===== src/rtl/gb80_mcycle_sequencer.sv =====
`default_nettype none
// ============================================================================
// gb80_mcycle_sequencer : T-state / M-cycle timing for fetch, execute, HALT
//                         and interrupt-acknowledge sequences
// Revision : 1.0
// ============================================================================
module gb80_mcycle_sequencer #(
   parameter int MC_WIDTH        = 3,
   parameter int MAX_MCYCLES     = 6,
   parameter int INT_ACK_MCYCLES = 5,
   parameter bit WAIT_EN         = 1'b1
) (
   input  logic                i_clk,
   input  logic                i_reset,
   input  logic [MC_WIDTH-1:0] i_mcycles,
   input  logic [1:0]          i_mc_type,
   input  logic                i_mc_pc_inc,
   input  logic                i_halt,
   input  logic                i_int_req,
   input  logic                i_ime,
   input  logic                i_mem_ready,
   output logic [1:0]          o_tstate,
   output logic [MC_WIDTH-1:0] o_mcycle,
   output logic                o_mem_rd,
   output logic                o_mem_wr,
   output logic                o_ir_we,
   output logic                o_pc_inc,
   output logic                o_instr_done,
   output logic                o_int_ack,
   output logic                o_halted
);

   typedef enum logic [2:0] {
      S_RST    = 3'd0,
      S_FETCH  = 3'd1,
      S_EXEC   = 3'd2,
      S_HALT   = 3'd3,
      S_INTACK = 3'd4
   } state_t;

   localparam logic [MC_WIDTH-1:0] MC_ONE      = MC_WIDTH'(1);
   localparam logic [MC_WIDTH-1:0] MC_MAX      = MC_WIDTH'(MAX_MCYCLES);
   localparam logic [MC_WIDTH-1:0] MC_ACK_LAST = MC_WIDTH'(INT_ACK_MCYCLES);

   state_t              state_q, state_d;
   logic [1:0]          tstate_q, tstate_d;
   logic [MC_WIDTH-1:0] mcycle_q, mcycle_d;
   logic [MC_WIDTH-1:0] count_q, count_d;
   logic                ir_we_q, done_q, int_ack_q, halted_q;
   logic                w_rd_cyc, w_wr_cyc, w_wait, w_end;

   always_comb begin
      state_d  = state_q;
      tstate_d = tstate_q + 2'd1;
      mcycle_d = mcycle_q;
      count_d  = count_q;
      w_end    = 1'b0;
      w_rd_cyc = (state_q == S_FETCH) || ((state_q == S_EXEC) && (i_mc_type == 2'b01));
      w_wr_cyc = (state_q == S_EXEC) && (i_mc_type == 2'b10);
      w_wait   = WAIT_EN && (tstate_q == 2'd1) && (w_rd_cyc || w_wr_cyc) && !i_mem_ready;

      case (state_q)
         S_RST: begin
            state_d  = S_FETCH;
            tstate_d = 2'd0;
            mcycle_d = MC_ONE;
         end
         S_FETCH: begin
            // Out-of-range lengths from the decoder collapse to a single fetch cycle
            if (tstate_q == 2'd2)
               count_d = ((i_mcycles == '0) || (i_mcycles > MC_MAX)) ? MC_ONE : i_mcycles;
            if (tstate_q == 2'd3) begin
               if (count_q == MC_ONE) begin
                  w_end = 1'b1;
               end else begin
                  state_d  = S_EXEC;
                  mcycle_d = mcycle_q + MC_ONE;
               end
            end
         end
         S_EXEC: begin
            if (tstate_q == 2'd3) begin
               if (mcycle_q >= count_q) w_end = 1'b1;
               else                     mcycle_d = mcycle_q + MC_ONE;
            end
         end
         S_HALT: begin
            if ((tstate_q == 2'd3) && i_int_req)
               state_d = i_ime ? S_INTACK : S_FETCH;
         end
         S_INTACK: begin
            if (tstate_q == 2'd3) begin
               if (mcycle_q >= MC_ACK_LAST) begin
                  state_d  = S_FETCH;
                  mcycle_d = MC_ONE;
               end else begin
                  mcycle_d = mcycle_q + MC_ONE;
               end
            end
         end
         default: state_d = S_RST;
      endcase

      if (w_end) begin
         mcycle_d = MC_ONE;
         if (i_halt)                     state_d = S_HALT;
         else if (i_int_req && i_ime)    state_d = S_INTACK;
         else                            state_d = S_FETCH;
      end
      if (w_wait) tstate_d = tstate_q;
   end

   // Pulse outputs are registered from the next-state decode so they line up with the T-state
   always_ff @(posedge i_clk or posedge i_reset) begin
      if (i_reset) begin
         state_q   <= S_RST;
         tstate_q  <= 2'd0;
         mcycle_q  <= MC_ONE;
         count_q   <= MC_ONE;
         ir_we_q   <= 1'b0;
         done_q    <= 1'b0;
         int_ack_q <= 1'b0;
         halted_q  <= 1'b0;
      end else begin
         state_q   <= state_d;
         tstate_q  <= tstate_d;
         mcycle_q  <= mcycle_d;
         count_q   <= count_d;
         ir_we_q   <= (state_d == S_FETCH) && (tstate_d == 2'd2);
         done_q    <= (tstate_d == 2'd3) &&
                      (((state_d == S_FETCH) && (count_d == MC_ONE)) ||
                       ((state_d == S_EXEC) && (mcycle_d >= count_d)));
         int_ack_q <= (state_d == S_INTACK) && (mcycle_d == MC_ONE) && (tstate_d == 2'd3);
         halted_q  <= (state_d == S_HALT);
      end
   end

   // Memory strobes follow the type of the M-cycle in progress, decoded from registered T/M state
   assign o_mem_rd     = w_rd_cyc && !tstate_q[1];
   assign o_mem_wr     = w_wr_cyc && ((tstate_q == 2'd1) || (tstate_q == 2'd2));
   assign o_pc_inc     = (tstate_q == 2'd3) && w_rd_cyc && ((state_q == S_FETCH) || i_mc_pc_inc);
   assign o_tstate     = tstate_q;
   assign o_mcycle     = mcycle_q;
   assign o_ir_we      = ir_we_q;
   assign o_instr_done = done_q;
   assign o_int_ack    = int_ack_q;
   assign o_halted     = halted_q;

endmodule
`default_nettype wire


===== config.mk =====
export PLATFORM = sky130hd
export DESIGN_NAME = gb80_mcycle_sequencer
export DESIGN_NICKNAME = d
export VERILOG_FILES = /design/src/rtl/gb80_mcycle_sequencer.sv
export SDC_FILE = /design/constraint.sdc
export NUM_CORES = 1
export LEC_CHECK = 0
export BUFFER_PORTS_ARGS = -buffer_cell sky130_fd_sc_hd__buf_2
export CELL_PAD_IN_SITES_DETAIL_PLACEMENT = 0
export CELL_PAD_IN_SITES_GLOBAL_PLACEMENT = 1
export CORE_MARGIN = 1
export CORE_UTILIZATION = 43
export CTS_BUF_LIST = sky130_fd_sc_hd__clkbuf_8
export DETAILED_ROUTE_END_ITERATION = 7
export PLACE_DENSITY_LB_ADDON = 0.1
export SETUP_SLACK_MARGIN = 0.15
export SYNTH_ARGS = -nofsm -noshare
export SYNTH_HDL_FRONTEND = slang
export SYNTH_SLANG_ARGS = --single-unit

===== constraint.sdc =====
create_clock -name i_clk -period 3.2 [get_ports i_clk]
set_input_delay 0.96 -clock i_clk [delete_from_list [all_inputs] [get_ports i_clk]]
set_output_delay 0.96 -clock i_clk [all_outputs]
set_load 0.01 [all_outputs]

==> key figures, run 1 <==
Floorplan
  – Row count: 19
  – Initial core utilization: 0.4684
  – Die Span Y: 57.75 um
  – Chip Width: 57.75 um
  – I/O Pins: 24
  – Core box area: 0.002853 sq mm
  – Die area: 0.003334 sq mm

Setup path
  – Most frequent CP cell: ha_1
  – Worst path slowest cell: dfstp_2
  – Critical Path Source Type: flop
  – Crit path max fanout: 6
  – Crit. End Element: flop
  – Worst path required time: 3.32 ns
  – WS Path Type: flop to flop
  – R2r setup slk: 0.32 ns
  – Worst path arrival time: 3.00 ns
  – Slowest Stage Delay on Critical Path: 0.57 ns
  – Cells along the critical path: inv_1, ha_1, nor2b_2, o21ai_4, or3_1, a311o_1, a21boi_2, ha_1, o21a_1, o2111ai_1, o22ai_1

Pwr
  – Worst vdd ir: 0.0005005 V
  – Power density over cell area: 952.9 mW/mm^2
  – Lkg Pwr: 0.0007006 uW

Clocking
  – Hold Buf Count CTS: 0
  – TritonCTS clock tree: built
  – Root Driver: clkbuf_8
  – Clock transition at the registers of the reported paths: 0.06 ns
  – Worst skew pair latency: 0.25 ns
  – Clock buffer count from CTS: 3
  – Maximum clock path buffer count: 2
  – Number of H-tree levels: 1
  – Clk sinks: 15

Finish
  – Antenna cells: 0
  – FILL cells: 277
  – Fin nets: 204
  – Multi-input logic area: 864.6 sq um
  – Ratio of cells with drive above 1 in the final layout: 0.2762
  – FF+latch area: 377.9 sq um
  – Area grow syn2layout: 13.30%

Synthesis
  – Netlist cell types: 55
  – Net count after synthesis: 180
  – EDFF count, synth: 0
  – Synth Area per Inst: 8.457 sq um
  – Synthesized area: 0.001336 sq mm
  – YS warnings: 0
  – Post-synth top area share: 0.2434
  – Commonest cells post-synth: 20 x nor2_1, 13 x dfrtp_1, 12 x inv_1
  – Yosys top cell by area: dfrtp_1
  – Main synth FF type: dfrtp_1
  – Most numerous cell in the Yosys netlist: nor2_1
  – Ys async rst share: 1.000
  – Number of instances in the synthesized netlist: 158
  – Largest cells by area after synthesis: dfrtp_1 24%, ha_1 9.4%, nor2_1 5.6%
  – Register area share after synthesis: 0.2828
  – FF+latch count, synth: 15

Placement
  – Place WS: 0.2165 ns
  – RD Place Congestion: 0.8324
  – Final HPWL DP: 2402 um
  – Port buffer count: 23

Routing
  – # DRC: 1
  – Post-route ant nets: 0
  – Drt total wl: 2992 um
  – TritonRoute pass-1 iters: 7
  – First DRT Iteration DRCs: 36
  – Vias: 1207
  – Detail-routed via count per cell: 5.693
  – Post-DR wirelength/cell: 14.11 um

GRT
  – Grt ovf: 0
  – Gr usage total: 0.1968
  – Initial antenna violation count: 0
  – Largest net degree at the start of global routing: 17
  – First-pass GRT wire length: 5112 um
  – Vias in the first global route: 1131

Timing
  – Final period utilization: 0.9000
  – Max-slew violation count: 0
  – Tightest Pin Transition: 0.5452 ns
  – FMAX: 347.2 MHz
  – Fin worst setup slack: 0.3200 ns
  – RSZ-0062 raised after global routing: false
  – Clk_skew: 0.005522 ns
  – Final setup viols: 0
  – Final hold vios: 0
  – Setup TNS Final: 0 ns
  – Relative slew slack: 0.6361
  – Tmin final: 2.880 ns

Job
  – MaxCap Viol Count: 0

Worst hold path
  – Hold crit path type: flop to flop

Status
  – Outcome: finished, violations left
  – Failing checks: design-rule violations
==> metrics by stage <==
stage,instance area [sq um],utilization,hold slack (ns),std cells,total power [uW]
after floorplan,1336,-,0.5024,158,1071
after global placement,1461,0.5123,0.5439,208,1278
after detailed placement,1461,0.5123,0.5574,208,1280
after CTS,1508,0.5285,0.5724,212,1437
after global routing,1514,0.5307,0.5955,212,1590
final,1514,0.5307,0.5709,212,1443
==> worst max-delay path, delay by kind of cell (launching register included) <==
family                     cells  cell delay [ns]
AOI/OAI and AO/OA              6             1.01
DFF                            1             0.57
and+or+nand+nor                2             0.53
buffers and inverters          1             0.08
adders and majority gates      2             0.57
==> where the power goes <==
group | switching, uW | leakage [uW] | internal (uW)
Sequential | 102 | 0.000189 | 270
Clock | 64.4 | 0.0000255 | 86.2
Combinational | 536 | 0.000486 | 385
==> sequential cells by signal, summed over array words and instances, names as in the netlist <==
register and flops:
o_tstate 2, o_int_ack 1, o_mcycle 3, state_q 3, o_instr_done 1, count_q 3
o_ir_we 1, o_halted 1
==> repair_timing <==
| action | in CTS | in global routing |
|---|---|---|
| resized for setup | 0 | 2 |
| buffers inserted | 0 | 0 |
| setup endpoints to repair | 0 | 1 |
==> layout make-up <==
cell class | instances | area share
clock buffer | 3 | 0.02727
clock inverter | 1 | 0.003306
inverter | 13 | 0.03223
multi-input combinational | 123 | 0.5711
sequential | 15 | 0.2496
tap | 31 | 0.02562
timing repair buffer | 26 | 0.09091
==> cells in the final DEF, fill, tap and decap left out, types with 5 or more instances in the layout <==
master   count
dfrtp_1     13
inv_1       12
nor2_1      20
nand2_1     10
buf_2       23
nand3_1      5
a21oi_1      8
a31oi_1      5
ha_1        10
==> logic make-up (layout without fill, tap and decap cells) <==
logic type	count (synthesis)	after routing	synth area share
and+or+nand+nor	66	66	0.2809
AOI/OAI and AO/OA	43	43	0.2388
buffers and inverters	20	43	0.07489
DFF	15	15	0.2828
adders and majority gates	10	10	0.09363
muxes	3	3	0.02247
xor gates and xnor gates	1	1	0.006556
==> routing by layer <==
metal,share of wire,GRT usage
met5,0,0
met4,0.017,0.06122
met3,0.030,0.02009
met2,0.45,0.3073
met1,0.51,0.2885
==> path summary, 6_finish.rpt <==
| kind | end | cells past startpoint | start |
|---|---|---|---|
| min in group asynchronous | o_int_ack$_DFF_PP0_ | 2 | i_reset |
| max in group asynchronous | o_mcycle[0]$_DFF_PP1_ | 2 | i_reset |
| min reg2reg | count_q[0]$_DFF_PP1_ | 2 | count_q[0]$_DFF_PP1_ |
| min | count_q[0]$_DFF_PP1_ | 2 | count_q[0]$_DFF_PP1_ |
| max reg2reg | o_instr_done$_DFF_PP0_ | 11 | o_mcycle[0]$_DFF_PP1_ |
| max | o_instr_done$_DFF_PP0_ | 11 | o_mcycle[0]$_DFF_PP1_ |
Note: power is estimated with default switching activity, not from simulation.
==> run 2, diff against run 1 <==
- CORE_UTILIZATION: 43 -> 40
- SKIP_LAST_GASP: not set -> 1
==> run 2 against run 1 <==
The flow now finishes without violations. Count of clock-buffer cells in the layout unchanged. Via count up 1.1%. Cell count up 6.1%. Wire length up 4.6%. Critical endpoint unchanged. Worst setup slack better by 0.015 ns. Register-to-register slack about the same. Cell area up 1.3%.
==> key figures, run 2 (synthesis results as in run 1) <==
Status
  – Outcome: complete, no violations

Timing
  – Fin Hold WS: 0.5472 ns
  – Tightest Pin Transition: 0.5605 ns
  – Tmin final: 2.865 ns
  – Clk_skew: 0.001555 ns
  – FMAX: 349.0 MHz
  – Setup TNS Final: 0 ns
  – RSZ-0062 raised after global routing: false
  – Final period utilization: 0.8954
  – Max-slew violation count: 0
  – Final hold vios: 0
  – Relative slew slack: 0.6259
  – Final setup viols: 0

GRT
  – Gr usage total: 0.2020
  – Grt ovf: 0
  – Largest net degree at the start of global routing: 17
  – First-pass GRT wire length: 5382 um
  – Vias in the first global route: 1147
  – M1 GR Usage: 0.3046
  – Met2 usage: 0.2857
  – Met3 Use GR: 0.03247
  – Initial antenna violation count: 0
  – GRT Max-Usage Layer: met1

Clocking
  – Postcts setup bufs: 0
  – CTS resizes: 0
  – Hold Buf Count CTS: 0
  – Clock transition at the registers of the reported paths: 0.06 ns
  – Maximum clock path buffer count: 2
  – Clock buffer count from CTS: 3
  – Number of H-tree levels: 1
  – Clk sinks: 15
  – TritonCTS clock tree: built
  – Root Driver: clkbuf_8
  – Worst skew pair latency: 0.25 ns

Finish
  – Multi-input logic area: 869.6 sq um
  – FILL cells: 333
  – FF+latch area: 377.9 sq um
  – Final instance area: 0.001534 sq mm
  – Ratio of cells with drive above 1 in the final layout: 0.2762
  – Fin nets: 204
  – Area grow syn2layout: 14.79%
  – Antenna cells: 0
  – Leading cell type in the layout, fill and taps excluded: buf_2
  – Non-filler cells, final: 225
  – Most frequent cells in the layout: 23 x buf_2, 20 x nor2_1, 13 x inv_1, 13 x dfrtp_1

Pwr
  – Worst vdd ir: 0.0004597 V
  – Lkg Pwr: 0.0007043 uW
  – Power density over cell area: 945.4 mW/mm^2
  – Design Power: 1450 uW

Placement
  – Dpl cell area: 0.001478 sq mm
  – RD Place Congestion: 0.7771
  – Final HPWL DP: 2441 um
  – Placed cell count: 221
  – Port buffer count: 23

Floorplan
  – Die area: 0.003576 sq mm
  – Chip Width: 59.80 um
  – Die Span Y: 59.80 um
  – I/O Pins: 24
  – Initial core utilization: 0.4306
  – Row count: 20
  – Core box area: 0.003103 sq mm

Routing
  – Post-DR wirelength/cell: 13.91 um
  – TritonRoute pass-1 iters: 4
  – # DRC: 0
  – Detail-routed via count per cell: 5.422
  – Vias: 1220
  – Drt total wl: 3129 um
  – First DRT Iteration DRCs: 105
  – Post-route ant nets: 0

Setup path
  – Worst path arrival time: 2.99 ns
  – Crit path max fanout: 6
  – WS Path Type: flop to flop
  – Worst path required time: 3.33 ns
  – Crit. End Element: flop
  – Critical Path Source Type: flop
  – Cells on worst reg2reg path: 11

Worst hold path
  – Hold Path Depth: 2
  – Hold crit path type: flop to flop

Job
  – MaxCap Viol Count: 0
## run 2: changes by cell type in the layout (fill, tap and decap cells not counted)
cell      delta
clkinv_2     -1
inv_1        +1
nor3b_1      -1
nor3b_2      +1
## run 2: worst max-delay path: stages (launching register included)
cell       delay (ns)
dfstp_2          0.57
inv_1            0.07
ha_1             0.30
nor2b_2          0.16
o21ai_4          0.10
or3_1            0.36
a311o_1          0.29
a21boi_2         0.21
ha_1             0.25
o21a_1           0.16
o2111ai_1        0.16
o22ai_1          0.11
## run 2: final cells by class
class	count	share of cell area
clock buffers	3	0.02692
clock inverters	1	0.002447
inverters	13	0.03181
multi-input cells	123	0.5669
flip-flops and latches	15	0.2463
well taps	44	0.03589
repair buffers	26	0.08972
## run 2: path summary, 6_finish.rpt
kind | end | from | slack [ns]
setup / recovery | o_instr_done$_DFF_PP0_ | o_mcycle[0]$_DFF_PP1_ | 0.33
hold reg to reg | count_q[0]$_DFF_PP1_ | count_q[0]$_DFF_PP1_ | 0.55
max in group asynchronous | count_q[0]$_DFF_PP1_ | i_reset | 2.07
hold / removal | count_q[0]$_DFF_PP1_ | count_q[0]$_DFF_PP1_ | 0.55
min in group asynchronous | o_instr_done$_DFF_PP0_ | i_reset | 0.75
setup reg to reg | o_instr_done$_DFF_PP0_ | o_mcycle[0]$_DFF_PP1_ | 0.33
## run 2: layer usage
metal	wire length, um	part of all wire
met4	51	0.016
met3	98	0.031
met5	0	0
met1	1578	0.50
met2	1401	0.45
## run 2: power breakdown
part	switching, uW	leakage, uW	total (uW)	internal [uW]
Sequential	101	0.000189	370	269
Combinational	539	0.000488	928	390
Clock	66.7	0.0000269	152	85.0
## run 2: per-stage QoR
step,util,worst slack (ns)
4_1_cts,0.4907,0.1939
5_1_grt,0.4944,0.2041
3_5_place_dp,0.4762,0.2102
6_report,0.4944,0.3347
2_1_floorplan,-,0.3445
3_3_place_gp,0.4762,0.2878
